### src/rtl/sdram_icache_pkg.sv
// Shared definitions for the SDRAM instruction cache: FSM encoding and controller constants.
package sdram_icache_pkg;

  typedef enum logic [1:0] {
    StIdle,
    StReq,
    StAck,
    StData
  } state_e;

  localparam int unsigned AckTimeout = 4;
  localparam int unsigned SdramAddrW = 23;

endpackage

### src/rtl/sdram_icache_tagram.sv
// Valid/tag/data line array: combinational read port, one write port, synchronous flush-all.
module sdram_icache_tagram #(
  parameter int unsigned IdxW = 6,
  parameter int unsigned TagW = 10
) (
  input  logic            clk,
  input  logic            rst,
  input  logic            i_flush,
  input  logic [IdxW-1:0] i_rd_idx,
  output logic            o_rd_valid,
  output logic [TagW-1:0] o_rd_tag,
  output logic [31:0]     o_rd_data,
  input  logic            i_wr_en,
  input  logic [IdxW-1:0] i_wr_idx,
  input  logic            i_wr_valid,
  input  logic [TagW-1:0] i_wr_tag,
  input  logic [31:0]     i_wr_data
);

  localparam int unsigned Depth = 1 << IdxW;

  logic [Depth-1:0] r_valid;
  logic [TagW-1:0]  r_tag  [Depth];
  logic [31:0]      r_data [Depth];

  // A flush landing on the fill edge wins over the fill's valid bit.
  always_ff @(posedge clk) begin
    if (rst) begin
      r_valid <= '0;
    end else begin
      if (i_flush) r_valid <= '0;
      if (i_wr_en) r_valid[i_wr_idx] <= i_wr_valid & ~i_flush;
    end
  end

  always_ff @(posedge clk) begin
    if (i_wr_en) begin
      r_tag[i_wr_idx]  <= i_wr_tag;
      r_data[i_wr_idx] <= i_wr_data;
    end
  end

  assign o_rd_valid = r_valid[i_rd_idx];
  assign o_rd_tag   = r_tag[i_rd_idx];
  assign o_rd_data  = r_data[i_rd_idx];

endmodule

### src/rtl/sdram_icache.sv
// Direct-mapped read-only instruction cache in front of the SDRAM controller's CPU port.
module sdram_icache
  import sdram_icache_pkg::*;
#(
  parameter int unsigned IDX_W   = 6,
  parameter int unsigned IADDR_W = 16
) (
  input  logic                  clk,
  input  logic                  rst,
  input  logic [IADDR_W-1:0]    f_addr,
  input  logic                  f_req,
  output logic                  f_busy,
  output logic                  f_valid,
  output logic [31:0]           f_data,
  input  logic                  flush,
  output logic [SdramAddrW-1:0] m_addr,
  output logic                  m_read_req,
  output logic                  m_instr_mode,
  input  logic                  m_busy,
  input  logic                  m_cack,
  input  logic                  m_read_ready,
  input  logic [31:0]           m_data,
  output logic [15:0]           hit_cnt,
  output logic [15:0]           miss_cnt
);

  localparam int unsigned TagW = IADDR_W - IDX_W;

  state_e                r_state;
  logic [IADDR_W-1:0]    r_addr;
  logic                  r_flushed;
  logic [2:0]            r_ack_cnt;
  logic                  r_f_busy;
  logic                  r_f_valid;
  logic [31:0]           r_f_data;
  logic                  r_m_read_req;
  logic [SdramAddrW-1:0] r_m_addr;
  logic [15:0]           r_hit_cnt;
  logic [15:0]           r_miss_cnt;

  logic                  w_rd_valid;
  logic [TagW-1:0]       w_rd_tag;
  logic [31:0]           w_rd_data;
  logic                  w_hit;
  logic                  w_fill;
  logic [SdramAddrW-1:0] w_addr_ext;

  // A flush on the lookup edge forces a miss even if the line was valid.
  assign w_hit      = w_rd_valid && (w_rd_tag == f_addr[IADDR_W-1:IDX_W]) && !flush;
  assign w_fill     = (r_state == StData) && m_read_ready && !rst;
  assign w_addr_ext = {{(SdramAddrW - IADDR_W){1'b0}}, f_addr};

  sdram_icache_tagram #(
    .IdxW (IDX_W),
    .TagW (TagW)
  ) u_tagram (
    .clk        (clk),
    .rst        (rst),
    .i_flush    (flush),
    .i_rd_idx   (f_addr[IDX_W-1:0]),
    .o_rd_valid (w_rd_valid),
    .o_rd_tag   (w_rd_tag),
    .o_rd_data  (w_rd_data),
    .i_wr_en    (w_fill),
    .i_wr_idx   (r_addr[IDX_W-1:0]),
    .i_wr_valid (~r_flushed),
    .i_wr_tag   (r_addr[IADDR_W-1:IDX_W]),
    .i_wr_data  (m_data)
  );

  always_ff @(posedge clk) begin
    if (rst) begin
      r_state      <= StIdle;
      r_addr       <= '0;
      r_flushed    <= 1'b0;
      r_ack_cnt    <= '0;
      r_f_busy     <= 1'b0;
      r_f_valid    <= 1'b0;
      r_f_data     <= '0;
      r_m_read_req <= 1'b0;
      r_m_addr     <= '0;
      r_hit_cnt    <= '0;
      r_miss_cnt   <= '0;
    end else begin
      r_f_valid <= 1'b0;
      if (flush && (r_state != StIdle)) r_flushed <= 1'b1;
      unique case (r_state)
        StIdle: begin
          if (f_req) begin
            if (w_hit) begin
              r_f_valid <= 1'b1;
              r_f_data  <= w_rd_data;
              if (r_hit_cnt != 16'hFFFF) r_hit_cnt <= r_hit_cnt + 16'd1;
            end else begin
              r_addr       <= f_addr;
              r_m_addr     <= w_addr_ext;
              r_m_read_req <= 1'b1;
              r_f_busy     <= 1'b1;
              r_flushed    <= 1'b0;
              if (r_miss_cnt != 16'hFFFF) r_miss_cnt <= r_miss_cnt + 16'd1;
              r_state      <= StReq;
            end
          end
        end
        StReq: begin
          if (!m_busy) begin
            r_m_read_req <= 1'b0;
            r_ack_cnt    <= '0;
            r_state      <= StAck;
          end
        end
        StAck: begin
          // Read-ready seen here belongs to an older transfer and is ignored.
          if (m_cack) begin
            r_state <= StData;
          end else if (r_ack_cnt == 3'(AckTimeout - 1)) begin
            r_m_read_req <= 1'b1;
            r_state      <= StReq;
          end else begin
            r_ack_cnt <= r_ack_cnt + 3'd1;
          end
        end
        StData: begin
          if (m_read_ready) begin
            r_f_data  <= m_data;
            r_f_valid <= 1'b1;
            r_f_busy  <= 1'b0;
            r_state   <= StIdle;
          end
        end
        default: r_state <= StIdle;
      endcase
    end
  end

  assign f_busy       = r_f_busy;
  assign f_valid      = r_f_valid;
  assign f_data       = r_f_data;
  assign m_read_req   = r_m_read_req;
  assign m_addr       = r_m_addr;
  assign m_instr_mode = 1'b1;
  assign hit_cnt      = r_hit_cnt;
  assign miss_cnt     = r_miss_cnt;

endmodule

### config.mk
export PLATFORM = sky130hd
export DESIGN_NAME = sdram_icache
export DESIGN_NICKNAME = d
export VERILOG_FILES = /design/src/rtl/sdram_icache_pkg.sv /design/src/rtl/sdram_icache_tagram.sv /design/src/rtl/sdram_icache.sv
export SDC_FILE = /design/constraint.sdc
export NUM_CORES = 2
export LEC_CHECK = 0
export ABC_AREA = 1
export ABC_CLOCK_PERIOD_IN_PS = 4200
export BUFFER_PORTS_ARGS = -buffer_cell sky130_fd_sc_hd__buf_2
export CORE_MARGIN = 1
export CORE_UTILIZATION = 45
export CTS_BUF_LIST = sky130_fd_sc_hd__clkbuf_4
export CTS_CLUSTER_DIAMETER = 80
export CTS_CLUSTER_SIZE = 10
export DETAILED_ROUTE_END_ITERATION = 7
export PLACE_DENSITY_LB_ADDON = 0.12
export SYNTH_ARGS = -nofsm -noshare
export SYNTH_HDL_FRONTEND = slang
export SYNTH_SLANG_ARGS = --single-unit
### constraint.sdc
create_clock -name clk -period 4.2 [get_ports clk]
set_input_delay 0.84 -clock clk [delete_from_list [all_inputs] [get_ports clk]]
set_output_delay 0.84 -clock clk [all_outputs]
set_load 0.01 [all_outputs]
==> impl_metrics.py <==
metrics = {
    "cts": {
        "ctsResizeCount": 0,
        "clk_pin_slew_ns": 0.11,
        "cts_buffer_depth": 4,
        "cts_sinks": 2841,
        "cts_max_level": 5,
        "root_buffer": "clkbuf_4",
        "cts_tree": "built",
        "numCtsBuffers": 334,
        "worstSkewPairLatency_ns": 1.47,
        "postCtsSetupRepairBufs": 0,
    },
    "timing": {
        "tightest_slew_ns": 1.20,
        "post-route-period-util_pct": 94.7,
        "finalMaxSlewViolations": 0,
        "maxSlewHeadroom_pct": 20.0,
        "setup_viol": 0,
        "rsz0062_at_grt": "false",
        "hold_viol": 0,
        "fmax_mhz": 251,
        "holdWs_ns": 0.144,
        "period_minus_slack_ns": 3.98,
        "finalClockSkew_ns": 0.0902,
    },
    "global_routing": {
        "grt_max_degree": 149,
        "grt_usage_pct": 29.9,
        "grt_pass1_vias": 73400,
        "antenna_found_initial": 18,
        "grt_pass1_wl_um": 541000,
        "grt_remaining_overflow": 0,
    },
    "floorplan": {
        "fp.dieH_um": 503,
        "start_util_pct": 45.4,
        "die_x_um": 503,
        "die_area_um2": 253000,
        "rows": 183,
        "ios": 146,
        "core_um2": 249000,
    },
    "logic_synthesis": {
        "ys_types": 42,
        "yosys.area.top_type": "edfxtp_1",
        "synthFlopType": "edfxtp_1",
        "synth-edff-count": 2688,
        "syn-cell-area_um2": 113000,
        "synth_top_area_share_pct": 71.5,
        "syn_inst": 9081,
        "synth_seq_cells": 2841,
        "ys_seq_area_share_pct": 74.2,
        "synth_area_leaders": "edfxtp_1, o21ai_0, nor2_1",
        "yosys_warnings": 0,
        "syn_avg_cell_area_um2": 12.4,
        "synthArstFlopShare_pct": 0,
    },
    "power_and_ir_drop": {
        "power_density_nw_per_um2": 410,
        "leakage_nw": 40.3,
        "peakVddDrop_mv": 0.349,
        "power_w": 0.0511,
    },
    "place": {
        "place_hpwl_um": 204000,
        "globalplace.congestion": 0.835,
        "port_buffers": 137,
        "placed_cells": 12300,
    },
    "final_layout": {
        "drive_gt1_share_pct": 11.6,
        "mostFrequentLayoutCells": "edfxtp_1, nor2_1, o21ai_0",
        "fin_cells": 12800,
        "syn2layout_area_growth_pct": 10.5,
        "fin_nets": 9416,
        "final_common_cell": "edfxtp_1",
        "final_util_pct": 50.1,
    },
    "route": {
        "via_count": 78600,
        "drc_errors": 0,
        "drt-initial-drc-count": 9588,
        "drt-pass1-iter-count": 7,
        "wirelength_um": 384000,
        "via_per_inst": 6.14,
        "wl_per_cell_um": 30.0,
        "antenna_left": 0,
    },
    "job": {
        "maxCapViolations": 0,
    },
    "critical_path": {
        "path_class": "in2reg",
        "end_kind": "flip-flop",
        "crit_required_ns": 5.49,
        "worstPathArrival_ns": 5.27,
        "cp_max_fo": 32,
        "critPathLaunchType": "input pin",
    },
    "worst_hold_path": {
        "min_path_type": "in2reg",
    },
    "run_status": {
        "outcome": "finished, final reports clean",
    },
}
## logic make-up (layout without fill, tap and decap cells)
family	after synthesis	in the layout	share of synthesized area, %
buffers and inverters	790	1181	2.87
AO/OA/AOI/OAI	2165	2165	10.8
XOR/XNOR	26	26	0.202
AND/OR/NAND/NOR	3248	3248	11.8
other	2	14	0.00665
adder cells (fa/ha/maj)	9	9	0.0998
flip-flops	2841	2841	74.2
## what timing repair did
action,4_1_cts,5_1_grt
hold endpoints to repair,827,0
setup endpoints to repair,0,0
hold buffers,45,0
## per-layer routing
layer	routed length [um]	GRT usage [%]
met1	154000	40.6
met2	181000	48.2
met3	33800	5.00
met4	14900	11.3
met5	17	0
## report_power, final
part           switching, W  internal, W
sequential         0.000231       0.0316
clock               0.00913      0.00493
combinational       0.00385      0.00144
total                0.0132       0.0379
## worst paths after layout
path                                                      start                               to  slack [ns]  depth (start not counted)
worst max-delay path                                  f_addr[2]          r_state[1]$_SDFFE_PP0P_        0.22                         21
worst min-delay path                                      flush  u_tagram.r_valid[55]$_SDFF_PP0_        0.14                          5
worst max register to register  u_tagram.r_tag[25][2]$_DFFE_PP_          r_state[1]$_SDFFE_PP0P_        0.34                         21
worst min register to register        r_ack_cnt[2]$_SDFFE_PP0P_        r_ack_cnt[2]$_SDFFE_PP0P_        0.47                          2
## per-stage QoR
stage | cell area [um^2] | setup TNS, ns | setup WS, ns
floorplan | 113000 | 0 | 0.0470
finish | 125000 | 0 | 0.223
global route | 125000 | 0 | 0.119
global placement | 121000 | -0.0249 | -0.0155
CTS | 125000 | 0 | 0.369
detailed placement | 121000 | 0 | 0.00459
## critical path, cell delays in order
cell	delay [ns]
dlygate4sd3_1	0.56
buf_8	0.18
inv_8	0.21
buf_12	0.28
nand3_1	0.15
nand3_1	0.10
nand3_1	0.14
nand3_1	0.12
nand2_1	0.07
nand2_1	0.07
nand2_1	0.05
inv_1	0.05
nand2_1	0.18
nor2_1	0.22
nand4_1	0.38
nand2_1	0.25
inv_1	0.09
nand2_1	0.06
dlygate4sd3_1	0.54
a21oi_1	0.06
dlygate4sd3_1	0.60
## state kept, by name, summed over array words and instances (netlist names), 3 cells and up
| signal | cells |
|---|---|
| f_data | 32 |
| r_addr | 16 |
| miss_cnt | 16 |
| r_ack_cnt | 3 |
| u_tagram.r_tag | 640 |
| hit_cnt | 16 |
| u_tagram.r_valid | 64 |
| u_tagram.r_data | 2048 |
## cells in the mapped netlist, types with 3 or more instances
master,n
inv_1,112
clkbuf_1,450
o31ai_1,3
nor2_1,1454
a311oi_1,11
buf_2,163
o311ai_0,4
clkinv_1,12
buf_1,30
o21ai_1,13
nand2_1,944
o21ai_0,1315
buf_4,16
nand3_1,786
o22ai_1,467
xor2_1,16
dfxtp_1,153
xnor2_1,10
o22a_1,4
o211ai_1,46
a21oi_1,110
nor4_1,5
nor3_1,26
edfxtp_1,2688
a31oi_1,57
inv_2,5
nand3b_1,3
o221ai_1,107
nand4_1,23
ha_1,9
o32ai_1,24
## layout make-up
cell class | count | area, um^2
fillers | 21600 | 124000
repair buffers | 590 | 6360
well taps | 3330 | 4170
inverters | 129 | 520
flip-flops and latches | 2841 | 83800
diodes | 6 | 15.0
clock inverters | 10 | 67.6
clock buffers | 452 | 3390
multi-input cells | 5456 | 26400
No activity file was read; power rests on OpenSTA's default activity.
